## src/rtl/uart_rx_if.sv

```systemverilog
// Byte-side and serial-line signals of the 8N1 receiver.
// The slave modport is the receiver; the master modport is the line driver and byte consumer.
interface uart_rx_if;
   logic       rxd;
   logic [7:0] data_o;
   logic       valid_o;
   logic       ready_i;
   logic       frame_err_o;
   logic       overrun_o;
   logic       clr_err_i;
   logic       busy_o;

   modport slave (
      input  rxd,
      input  ready_i,
      input  clr_err_i,
      output data_o,
      output valid_o,
      output frame_err_o,
      output overrun_o,
      output busy_o
   );

   modport master (
      output rxd,
      output ready_i,
      output clr_err_i,
      input  data_o,
      input  valid_o,
      input  frame_err_o,
      input  overrun_o,
      input  busy_o
   );
endinterface

```

## src/rtl/uart_rx.sv

```systemverilog
// 8N1 serial receiver: synchronised, mid-bit sampled, LSB first, with a
// one-entry valid/ready holding register and sticky frame/overrun flags.
module uart_rx #(
   parameter int unsigned CLKS_PER_BIT = 434
) (
   input  logic     clk,
   input  logic     rst,
   uart_rx_if.slave bus
);

   localparam int unsigned HALF_BIT = CLKS_PER_BIT / 2;
   localparam int unsigned CNT_W    = $clog2(CLKS_PER_BIT);

   if (CLKS_PER_BIT < 8) begin : g_bad_param
      $error("uart_rx: CLKS_PER_BIT must be >= 8");
   end

   typedef enum logic [2:0] {
      S_IDLE,
      S_START,
      S_DATA,
      S_STOP,
      S_BREAK
   } state_t;

   state_t             r_state;
   logic [CNT_W-1:0]   r_cnt;
   logic [2:0]         r_bit_idx;
   logic [7:0]         r_shreg;
   logic [7:0]         r_data;
   logic               r_valid;
   logic               r_ferr;
   logic               r_ovr;
   logic               r_busy;
   logic               r_sync1;
   logic               r_sync2;

   logic               w_rxd_s;
   logic               w_half_tick;
   logic               w_bit_tick;
   logic               w_accept;

   assign w_rxd_s     = r_sync2;
   assign w_half_tick = (r_cnt == CNT_W'(HALF_BIT - 1));
   assign w_bit_tick  = (r_cnt == CNT_W'(CLKS_PER_BIT - 1));
   assign w_accept    = r_valid && bus.ready_i;

   // Two-flop synchroniser; idles high so reset never looks like a start bit.
   always_ff @(posedge clk) begin
      if (rst) begin
         r_sync1 <= 1'b1;
         r_sync2 <= 1'b1;
      end else begin
         r_sync1 <= bus.rxd;
         r_sync2 <= r_sync1;
      end
   end

   always_ff @(posedge clk) begin
      if (rst) begin
         r_state   <= S_IDLE;
         r_cnt     <= '0;
         r_bit_idx <= '0;
         r_shreg   <= '0;
         r_data    <= '0;
         r_valid   <= 1'b0;
         r_ferr    <= 1'b0;
         r_ovr     <= 1'b0;
         r_busy    <= 1'b0;
      end else begin
         if (w_accept) begin
            r_valid <= 1'b0;
         end
         // Clear comes first so a same-cycle set event below wins.
         if (bus.clr_err_i) begin
            r_ferr <= 1'b0;
            r_ovr  <= 1'b0;
         end

         case (r_state)
            S_IDLE: begin
               r_cnt <= '0;
               if (!w_rxd_s) begin
                  r_state <= S_START;
                  r_busy  <= 1'b1;
               end
            end

            S_START: begin
               if (w_half_tick) begin
                  r_cnt <= '0;
                  if (w_rxd_s) begin
                     r_state <= S_IDLE;
                     r_busy  <= 1'b0;
                  end else begin
                     r_state   <= S_DATA;
                     r_bit_idx <= '0;
                  end
               end else begin
                  r_cnt <= r_cnt + CNT_W'(1);
               end
            end

            S_DATA: begin
               if (w_bit_tick) begin
                  r_cnt     <= '0;
                  r_shreg   <= {w_rxd_s, r_shreg[7:1]};
                  r_bit_idx <= r_bit_idx + 3'd1;
                  if (r_bit_idx == 3'd7) begin
                     r_state <= S_STOP;
                  end
               end else begin
                  r_cnt <= r_cnt + CNT_W'(1);
               end
            end

            S_STOP: begin
               if (w_bit_tick) begin
                  r_cnt <= '0;
                  if (w_rxd_s) begin
                     // A consumer taking the old byte this cycle frees the slot.
                     if (!r_valid || w_accept) begin
                        r_data  <= r_shreg;
                        r_valid <= 1'b1;
                     end else begin
                        r_ovr <= 1'b1;
                     end
                     r_state <= S_IDLE;
                     r_busy  <= 1'b0;
                  end else begin
                     r_ferr  <= 1'b1;
                     r_state <= S_BREAK;
                  end
               end else begin
                  r_cnt <= r_cnt + CNT_W'(1);
               end
            end

            S_BREAK: begin
               r_cnt <= '0;
               if (w_rxd_s) begin
                  r_state <= S_IDLE;
                  r_busy  <= 1'b0;
               end
            end

            default: begin
               r_state <= S_IDLE;
               r_cnt   <= '0;
               r_busy  <= 1'b0;
            end
         endcase
      end
   end

   assign bus.data_o      = r_data;
   assign bus.valid_o     = r_valid;
   assign bus.frame_err_o = r_ferr;
   assign bus.overrun_o   = r_ovr;
   assign bus.busy_o      = r_busy;

endmodule

```

## src/flat_wrapper.sv

```systemverilog
// flat-port wrapper written by rule: the top's interface ports become plain ports
module uart_rx_flat 
#(
   parameter int unsigned CLKS_PER_BIT = 434
)
  (clk, rst, bus_rxd, bus_ready_i, bus_clr_err_i, bus_data_o, bus_valid_o, bus_frame_err_o, bus_overrun_o, bus_busy_o);
  uart_rx_if bus_i ();
  input  logic clk;
  input  logic rst;
  input wire logic [$bits(bus_i.rxd)-1:0] bus_rxd;
  input wire logic [$bits(bus_i.ready_i)-1:0] bus_ready_i;
  input wire logic [$bits(bus_i.clr_err_i)-1:0] bus_clr_err_i;
  output wire logic [$bits(bus_i.data_o)-1:0] bus_data_o;
  output wire logic [$bits(bus_i.valid_o)-1:0] bus_valid_o;
  output wire logic [$bits(bus_i.frame_err_o)-1:0] bus_frame_err_o;
  output wire logic [$bits(bus_i.overrun_o)-1:0] bus_overrun_o;
  output wire logic [$bits(bus_i.busy_o)-1:0] bus_busy_o;
  assign bus_i.rxd = bus_rxd;
  assign bus_i.ready_i = bus_ready_i;
  assign bus_i.clr_err_i = bus_clr_err_i;
  assign bus_data_o = bus_i.data_o;
  assign bus_valid_o = bus_i.valid_o;
  assign bus_frame_err_o = bus_i.frame_err_o;
  assign bus_overrun_o = bus_i.overrun_o;
  assign bus_busy_o = bus_i.busy_o;
  uart_rx #(.CLKS_PER_BIT(CLKS_PER_BIT)) u_core (.clk(clk), .rst(rst), .bus(bus_i));
endmodule
```

## config.mk

```make
export PLATFORM = sky130hd
export DESIGN_NAME = uart_rx_flat
export DESIGN_NICKNAME = d
export VERILOG_FILES = /design/src/rtl/uart_rx_if.sv /design/src/rtl/uart_rx.sv /design/src/flat_wrapper.sv
export SDC_FILE = /design/constraint.sdc
export NUM_CORES = 1
export LEC_CHECK = 0
export ABC_AREA = 1
export CAP_MARGIN = 20
export CELL_PAD_IN_SITES_DETAIL_PLACEMENT = 1
export CELL_PAD_IN_SITES_GLOBAL_PLACEMENT = 1
export CORE_AREA = 2 2 70 72
export CTS_CLUSTER_DIAMETER = 60
export DETAILED_ROUTE_END_ITERATION = 8
export DIE_AREA = 0 0 72 74
export PLACE_DENSITY_LB_ADDON = 0.2
export SLEW_MARGIN = 0
export SYNTH_ARGS = -nofsm -noshare
export SYNTH_HDL_FRONTEND = slang
export SYNTH_SLANG_ARGS = --single-unit
```

## constraint.sdc

```tcl
create_clock -name clk -period 2.1 [get_ports clk]
set_clock_uncertainty 0.2 [all_clocks]
set_input_delay 0.42 -clock clk [delete_from_list [all_inputs] [get_ports clk]]
set_output_delay 0.42 -clock clk [all_outputs]
set_load 0.005 [all_outputs]
```

## Yosys cells after proc, flatten, opt, wreduce, memory -nomap -nowiden

Index checks and enable logic that the tools add are counted.

- Bitwise operators: 1
- Reduce and logical (&&, ||, !) cells: 11
- Mux-type cells: 35
- Eq/ne operators: 14
- Add/subtract/negate cells: 2

Operators by type and width:

| kind | number |
|---|---|
| $mux W3 | 10 |
| $mux W1 | 18 |
| $mux W9 | 2 |
| $pmux W9 S2 | 1 |
| $pmux W3 S5 | 1 |
| $reduce_and A4 Y1 | 3 |
| $ne A2 B1 Y1 const B | 5 |
| $add A9 B1 Y9 const B | 1 |
| $eq A9 B8 Y1 const B | 1 |
| $eq A9 B9 Y1 const B | 1 |
| $eq A3 B2 Y1 const B | 2 |
| $eq A3 B3 Y1 const B | 2 |
| $pmux W3 S2 | 1 |
| $reduce_and A6 Y1 | 1 |
| $pmux W1 S5 | 1 |
| $ne A2 B2 Y1 const B | 2 |
| $add A3 B1 Y3 const B | 1 |
| $eq A3 B1 Y1 const B | 1 |
| $logic_not A3 Y1 | 1 |
| $mux W2 | 1 |
| $reduce_and A2 Y1 | 1 |
| $reduce_bool A2 Y1 | 1 |
| $reduce_or A2 Y1 | 1 |
| $logic_and A1 B1 Y1 | 1 |
| 3 further kinds | 3 |

- Word-level logic and storage cells: 74
- Bits in registers: 37

## Logic depth before layout (Yosys ltp)

- Word-level depth: 6
- Depth in mapped cells: 11

## Worst setup path after synthesis

No wires, ideal clock.

- Path type: register -> register
- Start: register u_core.r_cnt[1]
- End: register u_core.r_data[1] (netlist: u_core.bus.data_o[1])
- Setup slack: 479 ps
- Clock period less this slack: 1621 ps
- Required time: 1787 ps
- Buffers on the path: 1
- Arrival time: 1308 ps
- Stages on the path, launching flop included: 11
- Cells stage by stage: dfxtp_1 -> inv_1 -> ha_1 -> nand2_1 -> nor2_2 -> nand2_4 -> nor3_4 -> nand2_4 -> buf_6 -> nor2_1 -> nor2_1

- Cells in the longest elaborated chain, start to end: 2

RTL lines:

| element | RTL line | RTL |
|---|---|---|
| start, declared | uart_rx.sv:27 | `logic [CNT_W-1:0] r_cnt;` |
| start signal, assigned | uart_rx.sv:100 | `r_cnt <= r_cnt + CNT_W'(1);` |
| start signal, assigned | uart_rx.sv:113 | `r_cnt <= r_cnt + CNT_W'(1);` |
| start signal, assigned | uart_rx.sv:135 | `r_cnt <= r_cnt + CNT_W'(1);` |
| $eq A9 B9 Y1 | uart_rx.sv:45 | `assign w_bit_tick = (r_cnt == CNT_W'(CLKS_PER_BIT - 1));` |
| $reduce_and A4 Y1 (no source line) | -- |  |
| end signal, assigned | uart_rx.sv:123 | `r_data <= r_shreg;` |
| end, declared | uart_rx.sv:30 | `logic [7:0] r_data;` |

Every way passes these cells.
A chain may end at the register's enable or synchronous reset.

## Worst setup path after layout

- Start: register u_core.r_state[0]
- End: register u_core.r_state[0]

- Cells in the longest elaborated chain, start to end: 3

RTL lines:

| element | RTL line | RTL |
|---|---|---|
| start, declared | uart_rx.sv:26 | `state_t r_state;` |
| start signal, assigned | uart_rx.sv:61 | `r_state <= S_IDLE;` |
| start signal, assigned | uart_rx.sv:84 | `r_state <= S_START;` |
| start signal, assigned | uart_rx.sv:93 | `r_state <= S_IDLE;` |
| $eq A3 B3 Y1 (tied with other cells) | uart_rx.sv:80 | `case (r_state)` |
| $ne A2 B1 Y1 (no source line) or $ne A2 B2 Y1 (tied branches) | -- |  |
| $reduce_and A6 Y1 (no source line) | -- |  |

Parallel ways exist; a longest one is shown, timed or not.

==> metrics <==
status completed; Final #Nets 279; diode count 0; pre-CTS setup slack 0.198 ns; DP HPWL 2810 um; GPL Wtd Cong 0.840; Die H 74 um; setup TNS 0 ns; crit path cell chain nor2_2 -> inv_1 -> nor2_4 -> buf_4 -> nand2_1 -> nand2_1 -> inv_1 -> a31oi_1 -> nor2_1; Power Density 1000 nW/um2; Slew Limit Fails 0; cell row count 25; Synth Instances 248; Worst Slack Setup Final 0.256 ns; first-pass GRT wire length 6650 um; initial DRC count 44; cts repair resizes 0; Mapped Nets 258; RSZ-0062 raised after global routing false; maxcap violations 0; CTS Sinks 37; Routed wire per std cell 11.7 um; clock buffer depth 2; Via-to-Cell Ratio 4.79; num ports 17; Yosys reg bits 37; commonest non-fill, non-tap cell in the layout nand2_1; # Post-CTS Setup Buffers 0; leakage 0.000889 uW; CP startpoint u_core.r_state[0]$_SDFFE_PP0P_; Netlist cell types 25; total CTS buffers 5; Worst slew margin 68.0%; Worst setup SP type flop; maximum fanout along the worst path 10; vias in the first global route 1,485; area of the core 4600 um2; clk_lat worst skew 0.30 ns; Root Driver clkbuf_8; Crit path buffers/inverters 3; Post-CTS Hold Buffers 0; initial antenna violation count 0; # fillers 595; Total Power 2080 uW; VDD IR max 0.489 mV; first-pass detailed-route iteration total 4; CP max stage delay 0.36 ns; grt ovf 0; Mean Syn Cell Area 7.07 um2; Initial Utilization 38.1%; Crit path max-delay family simple AND/OR/NAND/NOR gates; Die ar. 5330 um2; critical path type reg2reg; sequential share of the synthesized area 42.3%; Slowest-stage cell, CP dfxtp_1; Period Utilization, post-route 87.8%; Final Hold Fails 0; synth-to-layout area growth 18.6%; pin count of the biggest net entering global routing 17; worst slew pin tran 0.479 ns; most frequent cells in the layout nand2_1 (55), nor2_1 (47), dfxtp_1 (37); CP required 2.08 ns; type of the worst min-delay path reg2reg; post-route minimum period 1.84 ns; worst min-delay path startpoint u_core.r_sync1$_SDFF_PP1_; Syn Std Cell Area 1750 um2; Antenna Nets Post-Route 0; WP data arrival 1.83 ns; via count 1,551; Clock transition at path regs 0.08 ns; share of layout cells above drive strength 1 10.0%; reg2reg start u_core.r_state[0]$_SDFFE_PP0P_; Residual DRC 0; total track usage 16.2%; Worst setup EP type flop; Chip Width 72 um; H-Tree Depth 2; TritonCTS clock tree done; Synth warnings 0; Routed WL 3790 um; fmax 0.542 GHz; IO buf count 16; Setup violations, final 0
## synthesized netlist by cell type
cell | count | area share (%)
clkbuf_1 | 1 | 0.21
nand2_1 | 55 | 12
nand2_2 | 4 | 1.4
a31oi_1 | 2 | 0.71
buf_6 | 2 | 1.3
xnor2_1 | 1 | 0.50
nand3_1 | 18 | 5.1
nor2_4 | 2 | 1.3
nand2_4 | 2 | 1.3
ha_1 | 5 | 3.6
buf_2 | 1 | 0.29
dfxtp_1 | 37 | 42
xor2_1 | 4 | 2.0
nor3_4 | 1 | 0.93
a21oi_1 | 16 | 4.6
inv_2 | 3 | 0.64
o21bai_1 | 1 | 0.43
nor3_1 | 6 | 1.7
nand4_1 | 2 | 0.71
nor2_1 | 47 | 10
nor2_2 | 2 | 0.71
inv_1 | 31 | 6.6
nor3_2 | 1 | 0.57
or2_2 | 2 | 0.71
o21ai_0 | 2 | 0.57
## stage by stage
stage / hold slack [ns] / instances / utilization (%) / cell area, um2
2_1_floorplan: 0.189 / 248 / - / 1750
3_3_place_gp: 0.200 / 316 / 42.7 / 1960
3_5_place_dp: 0.203 / 316 / 42.7 / 1960
4_1_cts: 0.222 / 324 / 45.2 / 2080
5_1_grt: 0.229 / 324 / 45.2 / 2080
6_report: 0.228 / 324 / 45.2 / 2080
## sequential cells by signal (all words and copies together) (netlist names)
signal / cells
u_core.r_cnt: 9
u_core.bus.data_o: 8
u_core.r_shreg: 8
u_core.r_bit_idx: 3
u_core.r_state: 3
u_core.bus.busy_o: 1
u_core.bus.frame_err_o: 1
u_core.bus.overrun_o: 1
u_core.bus.valid_o: 1
u_core.r_sync1: 1
u_core.r_sync2: 1
## layer usage
metal	track usage [%]	wire length [um]	share of wire [%]
met5	0	0	0
met4	7.13	80	2.1
met3	4.47	132	3.5
met2	25.6	1670	44
met1	20.9	1910	50
## power by group
group | internal [uW] | leakage [uW] | switching [uW]
sequential | 761 | 0.000300 | 55.8
combinational | 220 | 0.000536 | 416
clock | 356 | 0.0000543 | 275
total | 1340 | 0.000889 | 746
## final timing paths
kind	to	slack (ns)	cells past startpoint
hold / removal	u_core.r_sync2$_SDFF_PP1_	0.23	1
setup reg to reg	u_core.r_state[0]$_SDFFE_PP0P_	0.26	9
setup / recovery	u_core.r_state[0]$_SDFFE_PP0P_	0.26	9
hold reg to reg	u_core.r_sync2$_SDFF_PP1_	0.23	1
## cells by family (layout without fill, tap and decap cells)
group | Yosys count | count (layout) | share of synthesized area, %
simple gates | 142 | 142 | 36.3
compound gates | 21 | 21 | 6.28
flops | 37 | 37 | 42.3
buf+inv | 38 | 60 | 9.06
fa+ha+maj | 5 | 5 | 3.57
xor+xnor | 5 | 5 | 2.50
## cell type report
type	instances	area, um2	share of cell area, %
well taps	54	67.6	3.25
clock inverters	3	46.3	2.23
flip-flops and latches	37	741	35.6
inverters	34	128	6.14
repair buffers	18	175	8.42
multi-input cells	173	853	41.0
clock buffers	5	68.8	3.31
Power figures use the tool's default switching activity.
